## src/rtl/capture_frame_ctrl.sv

```systemverilog
// Frame sequencer for the OV5640 byte-clock domain: measures line/frame geometry,
// locks after consecutive good frames, and gates capture and display mode on frame boundaries.
module capture_frame_ctrl #(
  parameter int unsigned EXP_BYTES   = 1280,
  parameter int unsigned EXP_LINES   = 720,
  parameter int unsigned LOCK_FRAMES = 2,
  parameter int unsigned CNT_WIDTH   = 12,
  parameter logic        VS_ACTIVE   = 1'b1
) (
  input  logic                 i_clk,
  input  logic                 i_arst,
  input  logic                 i_cfg_done,
  input  logic                 i_vsync,
  input  logic                 i_href,
  input  logic [1:0]           i_mode_req,
  input  logic                 i_mode_req_valid,
  output logic                 o_capture_en,
  output logic [1:0]           o_mode,
  output logic                 o_locked,
  output logic                 o_frame_start,
  output logic                 o_frame_done,
  output logic                 o_frame_err,
  output logic [CNT_WIDTH-1:0] o_line_cnt
);

  typedef enum logic [1:0] {IDLE, WAIT_VS, SYNC, LOCKED} state_t;

  localparam logic [CNT_WIDTH-1:0] CNT_MAX = '1;
  localparam logic [CNT_WIDTH-1:0] EXP_B   = CNT_WIDTH'(EXP_BYTES);
  localparam logic [CNT_WIDTH-1:0] EXP_L   = CNT_WIDTH'(EXP_LINES);
  localparam logic [4:0]           LOCK_N  = 5'(LOCK_FRAMES);

  state_t               state_q, state_d;
  logic                 vs_q, hr_q;
  logic [CNT_WIDTH-1:0] byte_cnt_q, byte_cnt_d;
  logic [CNT_WIDTH-1:0] line_cnt_q, line_cnt_d;
  logic [CNT_WIDTH-1:0] line_out_q, line_out_d;
  logic                 line_err_q, line_err_d;
  logic [3:0]           good_cnt_q, good_cnt_d;
  logic [4:0]           good_inc;
  logic [1:0]           pend_q, pend_d;
  logic                 pend_vld_q, pend_vld_d;
  logic [1:0]           mode_q, mode_d;
  logic                 cap_q, cap_d;
  logic                 locked_q, locked_d;
  logic                 fs_q, fs_d;
  logic                 fd_q, fd_d;
  logic                 fe_q, fe_d;

  logic                 fs, fe, le, frame_good;
  logic [CNT_WIDTH-1:0] line_cnt_le;
  logic                 line_err_le;

  // Edges compare the live input against its one-cycle-old sample.
  assign fs = (vs_q == VS_ACTIVE) && (i_vsync != VS_ACTIVE);
  assign fe = (vs_q != VS_ACTIVE) && (i_vsync == VS_ACTIVE);
  assign le = hr_q && !i_href;

  assign good_inc = {1'b0, good_cnt_q} + 5'd1;

  // Line-end is folded in first so a coincident frame edge sees the finished line.
  always_comb begin
    byte_cnt_d  = byte_cnt_q;
    line_cnt_le = line_cnt_q;
    line_err_le = line_err_q;
    if (i_href && (byte_cnt_q != CNT_MAX))
      byte_cnt_d = byte_cnt_q + 1'b1;
    if (le) begin
      if (byte_cnt_q != EXP_B)
        line_err_le = 1'b1;
      if (line_cnt_q != CNT_MAX)
        line_cnt_le = line_cnt_q + 1'b1;
      byte_cnt_d = '0;
    end
    line_cnt_d = line_cnt_le;
    line_err_d = line_err_le;
    if (fs) begin
      byte_cnt_d = '0;
      line_cnt_d = '0;
      line_err_d = 1'b0;
    end
    line_out_d = fe ? line_cnt_le : line_out_q;
  end

  // An href still high at frame end means the last line was cut short.
  assign frame_good = (line_cnt_le == EXP_L) && !line_err_le && !i_href;

  always_comb begin
    state_d    = state_q;
    good_cnt_d = good_cnt_q;
    cap_d      = cap_q;
    mode_d     = mode_q;
    fs_d       = 1'b0;
    fd_d       = 1'b0;
    fe_d       = 1'b0;
    pend_d     = i_mode_req_valid ? i_mode_req : pend_q;
    pend_vld_d = pend_vld_q | i_mode_req_valid;

    // A request arriving with the boundary reloads pending and waits a frame.
    if (fs && pend_vld_q && ((state_q == SYNC) || (state_q == LOCKED))) begin
      mode_d     = pend_q;
      pend_vld_d = i_mode_req_valid;
    end

    case (state_q)
      IDLE: begin
        if (i_cfg_done)
          state_d = WAIT_VS;
      end
      WAIT_VS: begin
        if (fs) begin
          fs_d    = 1'b1;
          state_d = SYNC;
        end
      end
      SYNC: begin
        if (fs)
          fs_d = 1'b1;
        if (fe) begin
          if (frame_good) begin
            fd_d       = 1'b1;
            good_cnt_d = good_inc[3:0];
            if (good_inc >= LOCK_N)
              state_d = LOCKED;
          end else begin
            fe_d       = 1'b1;
            good_cnt_d = '0;
          end
        end
      end
      LOCKED: begin
        if (fs) begin
          fs_d  = 1'b1;
          cap_d = 1'b1;
        end
        if (fe) begin
          if (frame_good) begin
            fd_d = 1'b1;
          end else begin
            fe_d       = 1'b1;
            cap_d      = 1'b0;
            good_cnt_d = '0;
            state_d    = SYNC;
          end
        end
      end
      default: state_d = IDLE;
    endcase

    if (!i_cfg_done) begin
      state_d    = IDLE;
      cap_d      = 1'b0;
      good_cnt_d = '0;
      pend_vld_d = 1'b0;
      mode_d     = mode_q;
      fs_d       = 1'b0;
      fd_d       = 1'b0;
      fe_d       = 1'b0;
    end

    locked_d = (state_d == LOCKED);
  end

  always_ff @(posedge i_clk or posedge i_arst) begin
    if (i_arst) state_q <= IDLE;
    else        state_q <= state_d;
  end

  always_ff @(posedge i_clk or posedge i_arst) begin
    if (i_arst) begin
      vs_q       <= 1'b0;
      hr_q       <= 1'b0;
      byte_cnt_q <= '0;
      line_cnt_q <= '0;
      line_out_q <= '0;
      line_err_q <= 1'b0;
      good_cnt_q <= '0;
      pend_q     <= '0;
      pend_vld_q <= 1'b0;
      mode_q     <= '0;
      cap_q      <= 1'b0;
      locked_q   <= 1'b0;
      fs_q       <= 1'b0;
      fd_q       <= 1'b0;
      fe_q       <= 1'b0;
    end else begin
      vs_q       <= i_vsync;
      hr_q       <= i_href;
      byte_cnt_q <= byte_cnt_d;
      line_cnt_q <= line_cnt_d;
      line_out_q <= line_out_d;
      line_err_q <= line_err_d;
      good_cnt_q <= good_cnt_d;
      pend_q     <= pend_d;
      pend_vld_q <= pend_vld_d;
      mode_q     <= mode_d;
      cap_q      <= cap_d;
      locked_q   <= locked_d;
      fs_q       <= fs_d;
      fd_q       <= fd_d;
      fe_q       <= fe_d;
    end
  end

  assign o_capture_en  = cap_q;
  assign o_mode        = mode_q;
  assign o_locked      = locked_q;
  assign o_frame_start = fs_q;
  assign o_frame_done  = fd_q;
  assign o_frame_err   = fe_q;
  assign o_line_cnt    = line_out_q;

endmodule

```

## config.mk

```make
export PLATFORM = sky130hd
export DESIGN_NAME = capture_frame_ctrl
export DESIGN_NICKNAME = d
export VERILOG_FILES = /design/src/rtl/capture_frame_ctrl.sv
export SDC_FILE = /design/constraint.sdc
export NUM_CORES = 1
export LEC_CHECK = 0
export ABC_AREA = 1
export ABC_CLOCK_PERIOD_IN_PS = 5690
export BUFFER_PORTS_ARGS = -buffer_cell sky130_fd_sc_hd__clkbuf_2
export CAP_MARGIN = 5
export CORE_UTILIZATION = 25
export CTS_CLUSTER_DIAMETER = 100
export DETAILED_ROUTE_END_ITERATION = 8
export HOLD_SLACK_MARGIN = 0.02
export PLACE_DENSITY_LB_ADDON = 0.12
export SYNTH_ARGS = -nofsm -noshare
export SYNTH_HDL_FRONTEND = slang
export SYNTH_SLANG_ARGS = --single-unit
```

## constraint.sdc

```tcl
create_clock -name i_clk -period 5.69 [get_ports i_clk]
set_clock_uncertainty 0.05 [all_clocks]
set_input_delay 0.2845 -clock i_clk [delete_from_list [all_inputs] [get_ports i_clk]]
set_output_delay 0.2845 -clock i_clk [all_outputs]
set_load 0.02 [all_outputs]
```

==> flow_summary_export.csv <==
group,metric,value,unit
global_routing,grt_pass1_wl,11.37,mm
timing,period_share,0.4498,
clock_tree,cts_setup_buffers,0,
synthesis,ys_seq_area_frac,0.4764,
synthesis,synth_fp_nets,367,
worst_setup_path,crit_path_end_kind,"register",
timing,tns,0,ns
synthesis,synth_area_leader_cell,"dfrtp_1",
floorplan,ios,27,
synthesis,synthTopCellsByArea,"dfrtp_1 (48%), nand2_1 (11%), inv_1 (6.0%)",
timing,tightest_slew,0.7693,ns
routing,first_pass_iters,4,
clock_tree,cts.sinks,55,
global_routing,antenna_found_initial,0,
timing,fmax,0.3907,GHz
cells_and_area,area_delta_synth_final,15.24,%
synthesis,synth_xor_area_frac,0.01819,
clock_tree,ctsResizeCount,0,
placement,dp_hpwl,4.805,mm
routing,drt_iter0_markers,70,
clock_tree,cts_tree,"built",
synthesis,synthSimpleGateAreaFrac,0.3140,
synthesis,synth_top_family_by_area,"simple AND/OR/NAND/NOR gates",
pwr,peakVddDrop,0.1282,mV
synthesis,yosys_warnings,0,
worst_setup_path,crit_fanout,16,
placement,gp_congestion,0.7513,
global_routing,grt_pass1_vias,2303,
synthesis,synth_top_area_frac,0.4764,
worst_setup_path,cp.required,5.83,ns
cells_and_area,layout-drive-gt1-share,0.1859,
clock_tree,numCtsBuffers,5,
outcome,status,"finished, final reports clean",
synthesis,synth-compound-area-share,0.09095,
pwr,pwr_density_cell,256.7,mW/mm²
timing,rsz0062_at_grt,"no",
clock_tree,clk_pin_slew,0.08,ns
global_routing,overflow,0,
routing,antenna_left,0,
worst_setup_path,start_kind,"register",
floorplan,core,0.01103,mm²
routing,drt-total-wl,6.561,mm
floorplan,die_h,109.5,µm
timing,finalSetupViolations,0,
floorplan,initial_utilization,0.2619,
timing,maxSlewViolCount,0,
synthesis,syn_area_per_cell,8.161,µm²
routing,via_per_inst,4.416,
clock_tree,root_buffer,"clkbuf_16",
clock_tree,htreeDepth,2,
min_path,min_path_type,"in -> reg",
timing,period_needed,2.559,ns
worst_setup_path,arrival,2.70,ns
synthesis,synth_cell_type_count,37,
synthesis,syn_area,0.002889,mm²
synthesis,syn-instance-count,354,
floorplan,fp.dieW,109.5,µm
routing,route.vias.total,2305,
synthesis,synth-seq-cells,55,
cells_and_area,final_util,0.3018,
job,maxCapViolations,0,
clock_tree,clock_latency,0.30,ns
floorplan,rows,38,
global_routing,track_usage,0.1225,
synthesis,synth_fa_ha_area_frac,0.02165,
clock_tree,ctsHoldBuffers,0,
pwr,power_leakage,1.613,nW
timing,max_slew_margin,0.4866,
timing,hold_viol_final,0,
routing,drc_errors,0,
placement,port_buffers,26,
cells_and_area,n_antenna_cell,0,
worst_setup_path,critPathKind,"reg -> reg",
floorplan,die_area,0.01199,mm²
global_routing,grt_max_degree,56,
synthesis,synthMuxAreaShare,0,
routing,wl_per_cell,12.57,µm
clock_tree,clockBufferDepth,2,
cells_and_area,nNetsFinal,394,
## registers in the layout, indices dropped and copies added (netlist names)
name and count:
vs_q 1, o_frame_err 1, o_line_cnt 12, good_cnt_q 4, state_q 2, o_frame_done 1, pend_vld_q 1, line_err_q 1
byte_cnt_q 12, hr_q 1, o_locked 1, o_mode 2, o_capture_en 1, line_cnt_q 12, pend_q 2, o_frame_start 1
## Yosys cell counts (all sizes together)
cell type  instances
nand4             10
nand2             94
inv               50
xnor2              4
o211a              2
a31oi              2
ha                 5
or2                1
a311oi             1
dfrtp             55
a221oi             2
nand3b             2
a21oi              6
o32ai              1
xor2               2
nor2              42
buf                4
a211oi             2
o21ai             27
clkbuf             3
nand3             29
nor3               9
and2               1
## layout make-up
class / instances / area, µm²
multi-input cells: 242 / 1285
inverters: 50 / 187.7
repair buffers: 27 / 137.6
fillers: 1199 / 7701
well taps: 140 / 175.2
clock inverters: 2 / 38.79
clock buffers: 6 / 128.9
flip-flops and latches: 55 / 1376
## final timing paths
path,from,to,slack (ns),cells after the start
setup reg to reg,vs_q,byte_cnt_q[9],3.13,11
setup / recovery,vs_q,byte_cnt_q[9],3.13,11
hold / removal,i_vsync,vs_q,0.09,1
min in group asynchronous,i_arst,o_mode[0],0.11,3
max in group asynchronous,i_arst,o_line_cnt[7],5.01,3
hold reg to reg,o_line_cnt[3],o_line_cnt[3],0.44,2
## report_power, final
group / total, mW / switching, mW / leakage [nW] / internal, mW
sequential: 0.417 / 0.0113 / 0.746 / 0.406
clock: 0.356 / 0.146 / 0.0815 / 0.210
combinational: 0.0812 / 0.0577 / 0.786 / 0.0235
total: 0.855 / 0.215 / 1.61 / 0.639
## kinds of logic after synthesis
logic type	Yosys count
AND/OR/NAND/NOR	188
buffers and inverters	57
flip-flops	55
AO/OA/AOI/OAI	43
XOR/XNOR	6
adder cells (fa/ha/maj)	5
## critical path, cell delays in order, from the launching register on
cell and delay, ns:
dfrtp_1 0.33, inv_1 0.05, nor2_2 0.58, inv_1 0.31
nand2_2 0.23, inv_1 0.11, nand2_1 0.30, nand2_1 0.08
nor2_1 0.13, nand2_1 0.08, o21ai_0 0.14, a21oi_1 0.05
## per-layer routing
metal	up-vias	track usage	wire length (µm)	share of wire
met5	-	0	0	0
met4	0	0.03429	54	0.0082
met3	5	0.01956	116	0.018
met2	21	0.1999	3118	0.48
met1	1086	0.1675	3272	0.50
li1	1193	-	-	-
## metrics by stage
stage	setup WS [ns]	hold WS, ns	total power [mW]	std cells	area (µm²)
6_report	3.131	0.08863	0.8546	522	3329
5_1_grt	2.808	0.07409	0.9023	522	3329
4_1_cts	3.038	0.08190	0.8730	522	3329
3_5_place_dp	2.960	0.3919	0.5083	514	3162
3_3_place_gp	3.071	0.3872	0.5079	514	3162
2_1_floorplan	3.769	0.2659	0.4817	354	2889
## placed cells by master, fill, tap and decap left out, types with 5 or more instances in the layout
cell and instances:
nor2_1 32, inv_2 5, o21ai_0 24, nand2_1 82
inv_1 45, clkbuf_2 26, nand4_1 10, dfrtp_1 55
nor2_2 7, ha_1 5, clkbuf_16 5, nand3_1 24
nand2_2 11, nor3_1 8, a21oi_1 6
(Power assumes the default switching activity.)
